<file path="config.mk">
export PLATFORM = sky130hd
export DESIGN_NAME = mc_ctrl
export DESIGN_NICKNAME = d
export VERILOG_FILES = /design/src/rtl/mc_ctrl.sv
export SDC_FILE = /design/constraint.sdc
export NUM_CORES = 1
export LEC_CHECK = 0
export ABC_CLOCK_PERIOD_IN_PS = 2100
export CELL_PAD_IN_SITES_DETAIL_PLACEMENT = 0
export CELL_PAD_IN_SITES_GLOBAL_PLACEMENT = 1
export CORE_MARGIN = 8
export CORE_UTILIZATION = 30
export CTS_BUF_LIST = sky130_fd_sc_hd__clkbuf_2 sky130_fd_sc_hd__clkbuf_4 sky130_fd_sc_hd__clkbuf_8
export DETAILED_ROUTE_END_ITERATION = 16
export PLACE_DENSITY_LB_ADDON = 0.1
export SETUP_SLACK_MARGIN = 0.1
export SYNTH_ARGS = -nofsm -noshare
export SYNTH_HDL_FRONTEND = slang
export SYNTH_SLANG_ARGS = --single-unit
</file>
<file path="constraint.sdc">
create_clock -name clk -period 2.1 [get_ports clk]
set_input_delay 0.21 -clock clk [delete_from_list [all_inputs] [get_ports clk]]
set_output_delay 0.21 -clock clk [all_outputs]
set_load 0.05 [all_outputs]
</file>
<file path="src/rtl/mc_ctrl.sv">
// Multi-cycle control unit for the MIPS-lite core: IR latch, decode, IF/DCD/EXE/MEM/WB sequencing.
// Latency: 2 cycles (j/jal/jr/illegal), 3 (beq), 4 (R/ori/lui/sw), 5 (lw) with mem_rdy high.
// Backpressure: MEM holds with all strobes low until mem_rdy; reset forces every strobe low.
module mc_ctrl #(
  parameter logic [31:0] IR_RESET = 32'h0000_0000,
  parameter int          CNT_W    = 32
) (
  input  logic             clk,
  input  logic             reset,
  input  logic [31:0]      instr_in,
  input  logic             mem_rdy,
  output logic [31:0]      ir,
  output logic [2:0]       state,
  output logic             irwr,
  output logic             enpc,
  output logic             npc_sel,
  output logic             jsome,
  output logic             jr,
  output logic             regwr,
  output logic             memwr,
  output logic [1:0]       regdst,
  output logic             alusrc,
  output logic [1:0]       aluop,
  output logic             extop,
  output logic [1:0]       memtoreg,
  output logic             illegal,
  output logic [CNT_W-1:0] instr_cnt
);

  typedef enum logic [2:0] {
    S_IF  = 3'd0,
    S_DCD = 3'd1,
    S_EXE = 3'd2,
    S_MEM = 3'd3,
    S_WB  = 3'd4
  } state_e;

  state_e           state_q, state_d;
  logic [31:0]      ir_q;
  logic             illegal_q;
  logic [CNT_W-1:0] cnt_q;

  // Decode is purely combinational from the latched instruction word.
  logic [5:0] op, funct;
  logic       is_r, is_addu, is_subu, is_jr, is_ori, is_lui;
  logic       is_lw, is_sw, is_beq, is_j, is_jal, is_legal;

  assign op       = ir_q[31:26];
  assign funct    = ir_q[5:0];
  assign is_r     = (op == 6'b000000);
  assign is_addu  = is_r && (funct == 6'b100001);
  assign is_subu  = is_r && (funct == 6'b100011);
  assign is_jr    = is_r && (funct == 6'b001000);
  assign is_ori   = (op == 6'b001101);
  assign is_lui   = (op == 6'b001111);
  assign is_lw    = (op == 6'b100011);
  assign is_sw    = (op == 6'b101011);
  assign is_beq   = (op == 6'b000100);
  assign is_j     = (op == 6'b000010);
  assign is_jal   = (op == 6'b000011);
  assign is_legal = is_addu | is_subu | is_jr | is_ori | is_lui |
                    is_lw | is_sw | is_beq | is_j | is_jal;

  // State register.
  always_ff @(posedge clk) begin
    if (reset) state_q <= S_IF;
    else       state_q <= state_d;
  end

  // IR, sticky illegal flag and retired-instruction counter.
  always_ff @(posedge clk) begin
    if (reset) begin
      ir_q      <= IR_RESET;
      illegal_q <= 1'b0;
      cnt_q     <= '0;
    end else begin
      if (irwr) ir_q <= instr_in;
      if (state_q == S_DCD && !is_legal) illegal_q <= 1'b1;
      if (enpc) cnt_q <= cnt_q + CNT_W'(1);
    end
  end

  // Next-state sequencing.
  always_comb begin
    state_d = state_q;
    case (state_q)
      S_IF:  state_d = S_DCD;
      S_DCD: state_d = (is_j || is_jal || is_jr || !is_legal) ? S_IF : S_EXE;
      S_EXE: begin
        if (is_beq)           state_d = S_IF;
        else if (is_lw || is_sw) state_d = S_MEM;
        else                  state_d = S_WB;
      end
      S_MEM: if (mem_rdy) state_d = is_sw ? S_IF : S_WB;
      S_WB:  state_d = S_IF;
      default: state_d = S_IF;
    endcase
  end

  // Strobes and datapath selects; selects stay zero in IF, strobes zero under reset.
  always_comb begin
    irwr     = 1'b0;
    enpc     = 1'b0;
    npc_sel  = 1'b0;
    jsome    = 1'b0;
    jr       = 1'b0;
    regwr    = 1'b0;
    memwr    = 1'b0;
    regdst   = 2'd0;
    alusrc   = 1'b0;
    aluop    = 2'd0;
    extop    = 1'b0;
    memtoreg = 2'd0;
    if (state_q != S_IF) begin
      if (is_addu) regdst = 2'd1;
      if (is_subu) begin regdst = 2'd1; aluop = 2'd1; end
      if (is_ori)  begin alusrc = 1'b1; aluop = 2'd2; end
      if (is_lui)  begin alusrc = 1'b1; aluop = 2'd3; end
      if (is_lw)   begin alusrc = 1'b1; extop = 1'b1; memtoreg = 2'd1; end
      if (is_sw)   begin alusrc = 1'b1; extop = 1'b1; end
      if (is_beq)  begin aluop = 2'd1; extop = 1'b1; end
      if (is_jal)  begin regdst = 2'd2; memtoreg = 2'd2; end
    end
    case (state_q)
      S_IF: irwr = 1'b1;
      S_DCD: begin
        if (is_j)   begin jsome = 1'b1; enpc = 1'b1; end
        if (is_jal) begin jsome = 1'b1; regwr = 1'b1; enpc = 1'b1; end
        if (is_jr)  begin jr = 1'b1; enpc = 1'b1; end
        if (!is_legal) enpc = 1'b1;
      end
      S_EXE: if (is_beq) begin npc_sel = 1'b1; enpc = 1'b1; end
      S_MEM: begin
        aluop  = 2'd0;
        alusrc = 1'b1;
        extop  = 1'b1;
        if (mem_rdy && is_sw) begin memwr = 1'b1; enpc = 1'b1; end
      end
      S_WB: begin regwr = 1'b1; enpc = 1'b1; end
      default: ;
    endcase
    if (reset) begin
      irwr    = 1'b0;
      enpc    = 1'b0;
      npc_sel = 1'b0;
      jsome   = 1'b0;
      jr      = 1'b0;
      regwr   = 1'b0;
      memwr   = 1'b0;
    end
  end

  assign ir        = ir_q;
  assign state     = state_q;
  assign illegal   = illegal_q;
  assign instr_cnt = cnt_q;

endmodule

</file>
==> key figures, run 1 <==
Worst setup path
  • Buf/Inv on CP: 2
  • Crit path kind: flip-flop to output port
  • Worst Path Required: 1890 ps
  • Register-to-Register Path Depth: 9
  • Worst stage delay on the critical path: 540 ps
  • R2r startpoint: ir[29]
  • Worst setup EP type: output port
  • R2R Setup Slk: -130 ps
  • Crit path top cell by count: nor2_4
  • Critical path's top delay family: simple AND/OR/NAND/NOR gates
  • CP Launch Type: flip-flop
  • Crit path DAT: 2060 ps
  • Crit Path Max Fanout: 6
  • CP cell instances: or4_4 > nor3_4 > a211oi_4 > nor2_4 > buf_6 > nor2_4 > buf_12
  • R2R Path End: instr_cnt[27]
  • CP max stage cell: or4_4
  • Crit. path cell count: 7

Worst hold path
  • Hold Startpoint: reset
  • Worst Hold Endpoint: state[0]
  • Hold path cells: 3
  • HP Class: input pin to flip-flop

Global route
  • Vias in the first global route: 3689
  • Total congestion overflow: 0
  • First-pass GRT wire length: 19100 um
  • Largest net degree at the start of global routing: 66
  • GRT Resource Usage Total: 16.0%
  • Initial antenna violation count: 1

STA
  • Max Freq: 441 MHz
  • Max-slew violations: 0
  • Final setup margin: -167 ps
  • Worst rel slew slack: 61.3%
  • Final Hold Fails: 0
  • # setup viols final: 25
  • Skew final: 5.88 ps
  • Final Critical Period: 2270 ps
  • Hold_ws: 245 ps
  • Measured slew at the worst slew-check pin: 578 ps
  • Unrepaired setup endpoints after global routing: true
  • Period utilisation layout: 108%

Power and ir drop
  • VDD IR max: 0.475 mV
  • Lkg Pwr: 2.33 nW
  • Design Power: 0.00406 W
  • Power Density: 657 nW/um^2

Clocking
  • Clock Tree Root: clkbuf_8
  • Hold Buf Count CTS: 0
  • Max Root-Sink Buffers: 2
  • H-tree Lvls: 3
  • CTS tree: built
  • Clock Sinks: 68
  • Reg clk slew, reported paths: 70 ps
  • Worst-skew pair later-pin latency: 360 ps
  • Cts bufs inserted: 9

Yosys
  • Cells after Synth: 408
  • Avg Cell Area, Syn: 8.30 um^2
  • Yosys cell types: 56
  • Post-synth EDFFs: 0
  • Primary FF master, synth: dfxtp_1
  • Synth Register Bits: 68
  • Asr flop ratio synth: 0%
  • Mapped Nets: 444
  • Synthesized area: 3380 um^2
  • Register area share after synthesis: 40.2%
  • Yosys warning count: 0

Die
  • Die span in y: 122 um
  • Die Span X: 122 um
  • Core area: 10900 um^2
  • Initial Utilization: 30.9%
  • Die area: 14900 um^2
  • Num rows: 38
  • IO Pins: 118

Route
  • Iteration-0 DRC Markers: 126
  • Drc violations: 0
  • Final wirelength: 12000 um
  • Post-DRT Antenna Nets: 0
  • Vias per cell: 4.90
  • First-pass detailed-route iteration total: 4
  • DR vias: 3603
  • Wire per inst: 16.3 um

Cells and area
  • Multi-input combinational cell area: 2330 um^2
  • Synth-to-Final Area Change: 82.5%
  • ANT cells: 0
  • Most frequent cells in the layout: clkdlybuf4s50_1, buf_4, nand2_1
  • Nets: 626
  • Layout cell share with drive strength beyond 1: 35.0%
  • Filler cell count: 994
  • Most common cell after layout, fill and taps aside: clkdlybuf4s50_1
  • Reg area: 1410 um^2

Placement
  • Global placement routability congestion: 0.800
  • Detail Placement HPWL: 8200 um
  • Input/output buffers: 117

Outcome
  • Status: finished, violations left
  • Failing checks: setup timing

Flow run
  • Max cap viols: 0
-- Yosys cell counts, drive strengths merged, types with 2 or more instances --
master,number,area [um^2]
nor2b,4,25.0
a21oi,18,90.1
and3,2,12.5
o2111ai,8,111
nand4b,3,41.3
and2,3,18.8
nand3,10,50.1
clkbuf,19,71.3
mux2,2,22.5
or3,13,81.3
or4,3,22.5
xor2,15,131
o31ai,4,30.0
nor2,35,139
nand2b,28,175
inv,8,30.0
nand4,8,50.1
dfxtp,68,1360
o21ai,55,287
nor3,10,66.3
o211ai,4,53.8
nand2,48,180
buf,10,62.6
or4b,3,33.8
nor4,7,43.8
and4,3,26.3
nor3b,2,15.0
-- power by group --
group	leakage, nW	total, W	switching (W)	internal, W
clock	0.0981	0.00101	0.000499	0.000511
sequential	0.569	0.00149	0.0000951	0.00140
combinational	1.66	0.00155	0.000901	0.000652
-- registers in the layout (all words and copies together), names as in the netlist --
signal     cells
illegal        1
state          3
instr_cnt     32
ir            32
-- through the flow --
stage	setup slack, ps	instances	TNS [ps]	utilization [%]	instance area [um^2]
3_3_place_gp	-265	688	-4510	48.7	5320
4_1_cts	-193	721	-1510	53.8	5880
3_5_place_dp	-306	688	-5270	48.7	5320
6_report	-167	735	-1540	56.5	6180
2_1_floorplan	-151	408	-965	-	3600
5_1_grt	-285	735	-5360	56.5	6180
-- worst max path at each step --
| stage | to | start | slack (ps) |
|---|---|---|---|
| finish | enpc | ir[26] | -170 |
| global route | enpc | ir[26] | -290 |
| CTS | aluop[0] | ir[31] | -190 |
| detailed placement | instr_cnt[12] | mem_rdy | -310 |
| global placement | instr_cnt[14] | mem_rdy | -260 |
| floorplan | instr_cnt[26] | ir[27] | -150 |
-- metal layers --
metal / vias to the layer above / routed length [um] / global-route usage [%]
li1: 1812 / - / -
met1: 1674 / 4900 / 17.8
met2: 99 / 5690 / 25.9
met3: 16 / 1220 / 8.18
met4: 2 / 180 / 5.48
met5: - / 13 / 0
-- logic make-up after synthesis --
family / synth area share [%]
flip-flops: 40.2
multiplexers: 0.961
adder cells (fa/ha/maj): 0.370
AO/OA/AOI/OAI: 19.3
XOR/XNOR: 4.14
buffers and inverters: 4.84
AND/OR/NAND/NOR: 30.2
-- area by class of cell --
class                   instances  share of cell area [%]
clock buffers                  14                    2.71
clock inverters                 2                   0.162
inverters                       8                   0.547
multi-input cells             305                    37.7
flip-flops and latches         68                    22.9
well taps                     140                    2.84
repair buffers                198                    33.2
-- what timing repair did --
item	CTS	global route
buffers inserted	15	15
gates resized for setup	53	44
pin swaps	23	27
endpoints found under the setup margin	43	49
gates cloned	2	1
-- worst min-delay path, delay by kind of cell --
family,cells,cell delay [ps]
buf+inv,1,160
simple gates,1,80
compound gates,1,110
(Power assumes the default switching activity.)
==> run 2, diff against run 1 <==
--- a/config.mk
+++ b/config.mk
@@ -14,6 +14,7 @@
 export DETAILED_ROUTE_END_ITERATION = 16
 export PLACE_DENSITY_LB_ADDON = 0.1
 export SETUP_SLACK_MARGIN = 0.1
+export SKIP_LAST_GASP = 1
 export SYNTH_ARGS = -nofsm -noshare
 export SYNTH_HDL_FRONTEND = slang
 export SYNTH_SLANG_ARGS = --single-unit
==> run 2 against run 1 <==
Net effect: wire length fell by 0.64%; clock skew about the same; die area stayed put; clock power hardly changed; sequential power about the same; largest power group unchanged; first-iteration DRC count grew 4.0%; via count up 0.19%; sequential cell count is the same; the flow still finishes with violations (setup timing); critical path type unchanged; critical path depth unchanged; register-to-register slack barely moved; highest routed layer unchanged; non-clock buffer count is 5 lower; sequential share of layout area is 0.28 points higher.
==> key figures, run 2 (synthesized netlist as in run 1, its figures left out) <==
Placement
  • Placed cell areas: 5320 um^2
  • Input/output buffers: 117
  • Global placement routability congestion: 0.800
  • Detail Placement HPWL: 8200 um

Global route
  • Vias in the first global route: 3692
  • Total congestion overflow: 0
  • Initial antenna violation count: 1
  • GRT Resource Usage Total: 16.0%
  • Largest net degree at the start of global routing: 66
  • First-pass GRT wire length: 19000 um

STA
  • Final Hold Fails: 0
  • Skew final: 6.12 ps
  • Max-slew violations: 0
  • Final Critical Period: 2290 ps
  • Unrepaired setup endpoints after global routing: true
  • Hold_ws: 238 ps
  • Period utilisation layout: 109%
  • # setup viols final: 27
  • Worst rel slew slack: 61.3%
  • Final setup margin: -186 ps
  • Measured slew at the worst slew-check pin: 578 ps
  • Max Freq: 437 MHz

Route
  • First-pass detailed-route iteration total: 4
  • Max Used Layer: met5
  • Vias per cell: 4.95
  • Iteration-0 DRC Markers: 131
  • Drc violations: 0
  • Wire per inst: 16.3 um
  • DR vias: 3610
  • Wire length on met3: 1240 um
  • Final wirelength: 11900 um
  • Post-DRT Antenna Nets: 0
  • Routed length on met1: 4840 um
  • Metal2 WL: 5660 um

Die
  • Core area: 10900 um^2
  • Num rows: 38
  • Die span in y: 122 um
  • IO Pins: 118
  • Initial Utilization: 30.9%
  • Die Span X: 122 um
  • Die area: 14900 um^2

Worst setup path
  • Worst Path Required: 1890 ps
  • Worst setup EP type: output port
  • Crit path kind: flip-flop to output port
  • R2r startpoint: ir[29]
  • CP Launch Type: flip-flop
  • R2R Setup Slk: -130 ps
  • Crit path DAT: 2080 ps
  • Crit Path Max Fanout: 6
  • Register-to-Register Path Depth: 9
  • R2R Path End: instr_cnt[27]

Cells and area
  • Most common cell after layout, fill and taps aside: clkdlybuf4s50_1
  • Nets: 621
  • Design Area, Final: 6100 um^2
  • Synth-to-Final Area Change: 80.3%
  • Multi-input combinational cell area: 2310 um^2
  • Filler cell count: 1011
  • Most frequent cells in the layout: clkdlybuf4s50_1, buf_4, nand2_1, dfxtp_1, o21ai_0
  • Reg area: 1410 um^2
  • ANT cells: 0
  • Layout cell share with drive strength beyond 1: 34.2%

Clocking
  • Worst-skew pair later-pin latency: 360 ps
  • CTS tree: built
  • Cts bufs inserted: 9
  • Clock Tree Root: clkbuf_8
  • Max Root-Sink Buffers: 2
  • Reg clk slew, reported paths: 70 ps
  • Clock Sinks: 68
  • H-tree Lvls: 3

Outcome
  • Failing checks: setup timing
  • Status: finished, violations left

Worst hold path
  • Worst Hold Endpoint: state[0]
  • Hold path cells: 3
  • HP Class: input pin to flip-flop
  • Hold Startpoint: reset

Flow run
  • Max cap viols: 0

Power and ir drop
  • Lkg Pwr: 2.29 nW
  • VDD IR max: 0.476 mV
  • Power Density: 660 nW/um^2
run 2: cell types whose count changed in the layout (fill, tap and decap cells not counted), moves of 2 or more:
cell	before	now
nand2_1	46	44
buf_4	57	54
buf_8	3	1
o21ai_1	7	5
clkdlybuf4s50_1	95	97
nand2_2	0	2
run 2: area by class of cell:
cell class | instances | area share (%)
Clock buffer | 14 | 2.75
Sequential cell | 68 | 23.2
Multi-Input combinational cell | 305 | 37.8
Inverter | 8 | 0.492
Tap cell | 140 | 2.87
Timing Repair Buffer | 193 | 32.7
Clock inverter | 2 | 0.164
run 2: routing by layer:
| metal | vias up | GRT usage (%) |
|---|---|---|
| li1 | 1805 | - |
| met1 | 1680 | 17.7 |
| met2 | 107 | 25.9 |
| met3 | 16 | 8.18 |
| met4 | 2 | 5.48 |
| met5 | - | 0 |
run 2: repair_timing:
item                                    4_1_cts  5_1_grt
cloned                                        2        1
resized for setup                            51       37
hold buffers                                  0        0
endpoints found under the setup margin       43       50
buffers inserted                             15        9
pin swaps                                    20       23
run 2: worst max path at each step:
| stage | start | endpoint | slack (ps) |
|---|---|---|---|
| global route | ir[31] | enpc | -290 |
| CTS | ir[31] | enpc | -190 |
| finish | ir[31] | enpc | -190 |
| detailed placement | mem_rdy | instr_cnt[12] | -310 |
| global placement | mem_rdy | instr_cnt[14] | -260 |
| floorplan | ir[27] | instr_cnt[26] | -150 |
run 2: critical path, stage by stage, from the launching register on:
cell and delay, ps:
dfxtp_4 370, or4_4 550, nor3_4 280, a211oi_4 90, nor2_4 110, buf_6 120
nor2_4 40, buf_12 160
run 2: report_power, final:
part,switching (W),internal (W),total (W)
clock,0.000501,0.000511,0.00101
combinational,0.000885,0.000635,0.00152
sequential,0.0000972,0.00140,0.00149
total,0.00148,0.00254,0.00403
run 2: stage by stage:
step / instances / total power [W] / worst slack, ps / util [%] / TNS [ps]
floorplan: 408 / 0.00229 / -151 / - / -965
global placement: 688 / 0.00283 / -265 / 48.7 / -4510
detailed placement: 688 / 0.00284 / -306 / 48.7 / -5270
CTS: 721 / 0.00401 / -194 / 53.8 / -1550
global route: 730 / 0.00423 / -294 / 55.8 / -5230
finish: 730 / 0.00403 / -186 / 55.8 / -1470
==> run 3, diff against run 2 <==
--- a/config.mk
+++ b/config.mk
@@ -8,10 +8,12 @@
 export ABC_CLOCK_PERIOD_IN_PS = 2100
 export CELL_PAD_IN_SITES_DETAIL_PLACEMENT = 0
 export CELL_PAD_IN_SITES_GLOBAL_PLACEMENT = 1
+export CORE_ASPECT_RATIO = 1.2
 export CORE_MARGIN = 8
-export CORE_UTILIZATION = 30
-export CTS_BUF_LIST = sky130_fd_sc_hd__clkbuf_2 sky130_fd_sc_hd__clkbuf_4 sky130_fd_sc_hd__clkbuf_8
+export CORE_UTILIZATION = 43
+export CTS_BUF_LIST = sky130_fd_sc_hd__clkbuf_8
 export DETAILED_ROUTE_END_ITERATION = 16
+export DONT_BUFFER_PORTS = 1
 export PLACE_DENSITY_LB_ADDON = 0.1
 export SETUP_SLACK_MARGIN = 0.1
 export SKIP_LAST_GASP = 1
==> run 3 against run 2 <==
Net effect: the flow still finishes with violations (setup timing); worst hold slack worse by 200 ps; design area is 10% lower; power decreased by 1.1%; utilization grew 16 points; first-iteration DRC count is 0.76% higher; clock skew increased by 5.3 ps; final cell count down 13%; sequential power rose by 13%; register-to-register slack gained 30 ps; maximum frequency is 1.8% higher; wire length down 1.9%.
==> key figures, run 3 (synthesized netlist as in run 1, its figures left out) <==
Cells and area
  • Most common cell after layout, fill and taps aside: buf_4
  • Layout cell share with drive strength beyond 1: 42.3%
  • Most frequent cells in the layout: buf_4, nand2_1, dfxtp_1
  • Synth-to-Final Area Change: 62.3%
  • Nets: 575
  • ANT cells: 0
  • Design Area, Final: 5490 um^2

Outcome
  • Status: finished, violations left
  • Failing checks: setup timing

Worst setup path
  • Critical Path End: enpc
  • Crit Path Max Fanout: 5
  • CP Launch Type: flip-flop
  • R2r startpoint: ir[26]
  • R2R Setup Slk: -100 ps
  • Crit path from: state[2]
  • Crit path DAT: 2040 ps
  • Crit path kind: flip-flop to output port
  • R2R Path End: instr_cnt[31]
  • Worst Path Required: 1890 ps
  • Worst setup EP type: output port
  • Register-to-Register Path Depth: 9

Global route
  • Initial antenna violation count: 0
  • GRT Resource Usage Total: 20.1%
  • Total congestion overflow: 0
  • Largest net degree at the start of global routing: 66
  • Vias in the first global route: 3465
  • First-pass GRT wire length: 18200 um

STA
  • Final Critical Period: 2250 ps
  • Worst rel slew slack: 59.5%
  • Period utilisation layout: 107%
  • Final setup margin: -146 ps
  • Unrepaired setup endpoints after global routing: true
  • Final Hold Fails: 0
  • # setup viols final: 20
  • Skew final: 11.5 ps
  • Max Freq: 445 MHz
  • Max-slew violations: 0
  • Measured slew at the worst slew-check pin: 607 ps

Die
  • Die area: 11000 um^2
  • Core area: 7660 um^2
  • IO Pins: 118
  • Initial Utilization: 44.2%
  • Die Span X: 97.0 um
  • Num rows: 35
  • Die span in y: 113 um

Placement
  • Detail Placement HPWL: 7470 um
  • Global placement routability congestion: 0.854
  • Placed cell areas: 4280 um^2
  • Input/output buffers: 0

Clocking
  • H-tree Lvls: 3
  • Clock Tree Root: clkbuf_8
  • Reg clk slew, reported paths: 90 ps
  • Cts bufs inserted: 9
  • Clock Sinks: 68
  • Max Root-Sink Buffers: 2
  • Worst-skew pair later-pin latency: 350 ps
  • CTS tree: built

Route
  • Wire per inst: 18.4 um
  • DR vias: 3488
  • Final wirelength: 11700 um
  • Drc violations: 0
  • Post-DRT Antenna Nets: 0
  • First-pass detailed-route iteration total: 4
  • Vias per cell: 5.48
  • Iteration-0 DRC Markers: 132

Power and ir drop
  • VDD IR max: 0.731 mV
  • Lkg Pwr: 2.12 nW
  • Power Density: 725 nW/um^2
  • Design Power: 0.00398 W

Flow run
  • Max cap viols: 0

Worst hold path
  • HP Class: input pin to flip-flop
-- run 3: cell types whose count changed in the layout (fill, tap and decap cells not counted), moves of 4 or more --
cell             before  now
clkdlybuf4s50_1      97    0
dlygate4sd3_1         0   32
buf_4                54   78
buf_12               15    9
buf_6                20   26
clkbuf_4              4    0
dlymetal6s2s_1        4    0
o21ai_0              39   35
-- run 3: repair_timing --
item / 4_1_cts / 5_1_grt
hold buffers: 33 / 0
gates cloned: 1 / 0
buffers inserted: 20 / 11
endpoints found under the setup margin: 43 / 44
gates resized for setup: 57 / 49
endpoints found under the hold margin: 62 / 0
pin swaps: 37 / 34
-- run 3: worst min-delay path by stage --
stage                 startpoint            end  cells after the start
floorplan           instr_in[28]         ir[28]                      2
global placement           reset   instr_cnt[4]                      1
detailed placement         reset  instr_cnt[24]                      1
CTS                        reset         ir[16]                      2
global route               reset         ir[29]                      2
finish                     reset         ir[16]                      2
-- run 3: routing by layer --
| layer | wire (um) | global-route usage, % | share of wire, % | up-vias |
|---|---|---|---|---|
| met3 | 949 | 7.56 | 8.1 | 17 |
| met1 | 4410 | 20.7 | 38 | 1643 |
| met5 | 0 | 0 | 0 | - |
| li1 | - | - | - | 1711 |
| met4 | 182 | 8.84 | 1.6 | 0 |
| met2 | 6150 | 35.7 | 53 | 117 |
-- run 3: final cells by class --
class                      instances  area (um^2)
clock buffer                       9          124
clock inverter                     7         82.6
fill                             581         2170
inverter                           8         30.0
multi-input combinational        304         2300
sequential                        68         1420
tap                               92          115
timing repair buffer             148         1420
-- run 3: power breakdown --
group / internal, W / switching, W
Clock: 0.000569 / 0.000575
Combinational: 0.000489 / 0.000658
Sequential: 0.00140 / 0.000295
-- run 3: critical path, stage by stage, from the launching register on --
cell and delay [ps]:
dfxtp_4 370, nand4b_1 160, or4b_4 570, o21ai_4 110, nor2_4 70, buf_12 140
nor2_4 110, buf_12 140
-- run 3: metrics by stage --
stage	utilization, %	cells	hold slack (ps)	worst slack [ps]	TNS [ps]
6_report	71.7	636	39.5	-146	-1070
5_1_grt	71.7	636	25.2	-238	-3430
4_1_cts	68.4	626	14.4	-161	-776
3_5_place_dp	55.9	556	288	-264	-3520
3_3_place_gp	55.9	556	282	-236	-2720
2_1_floorplan	-	408	318	-151	-965
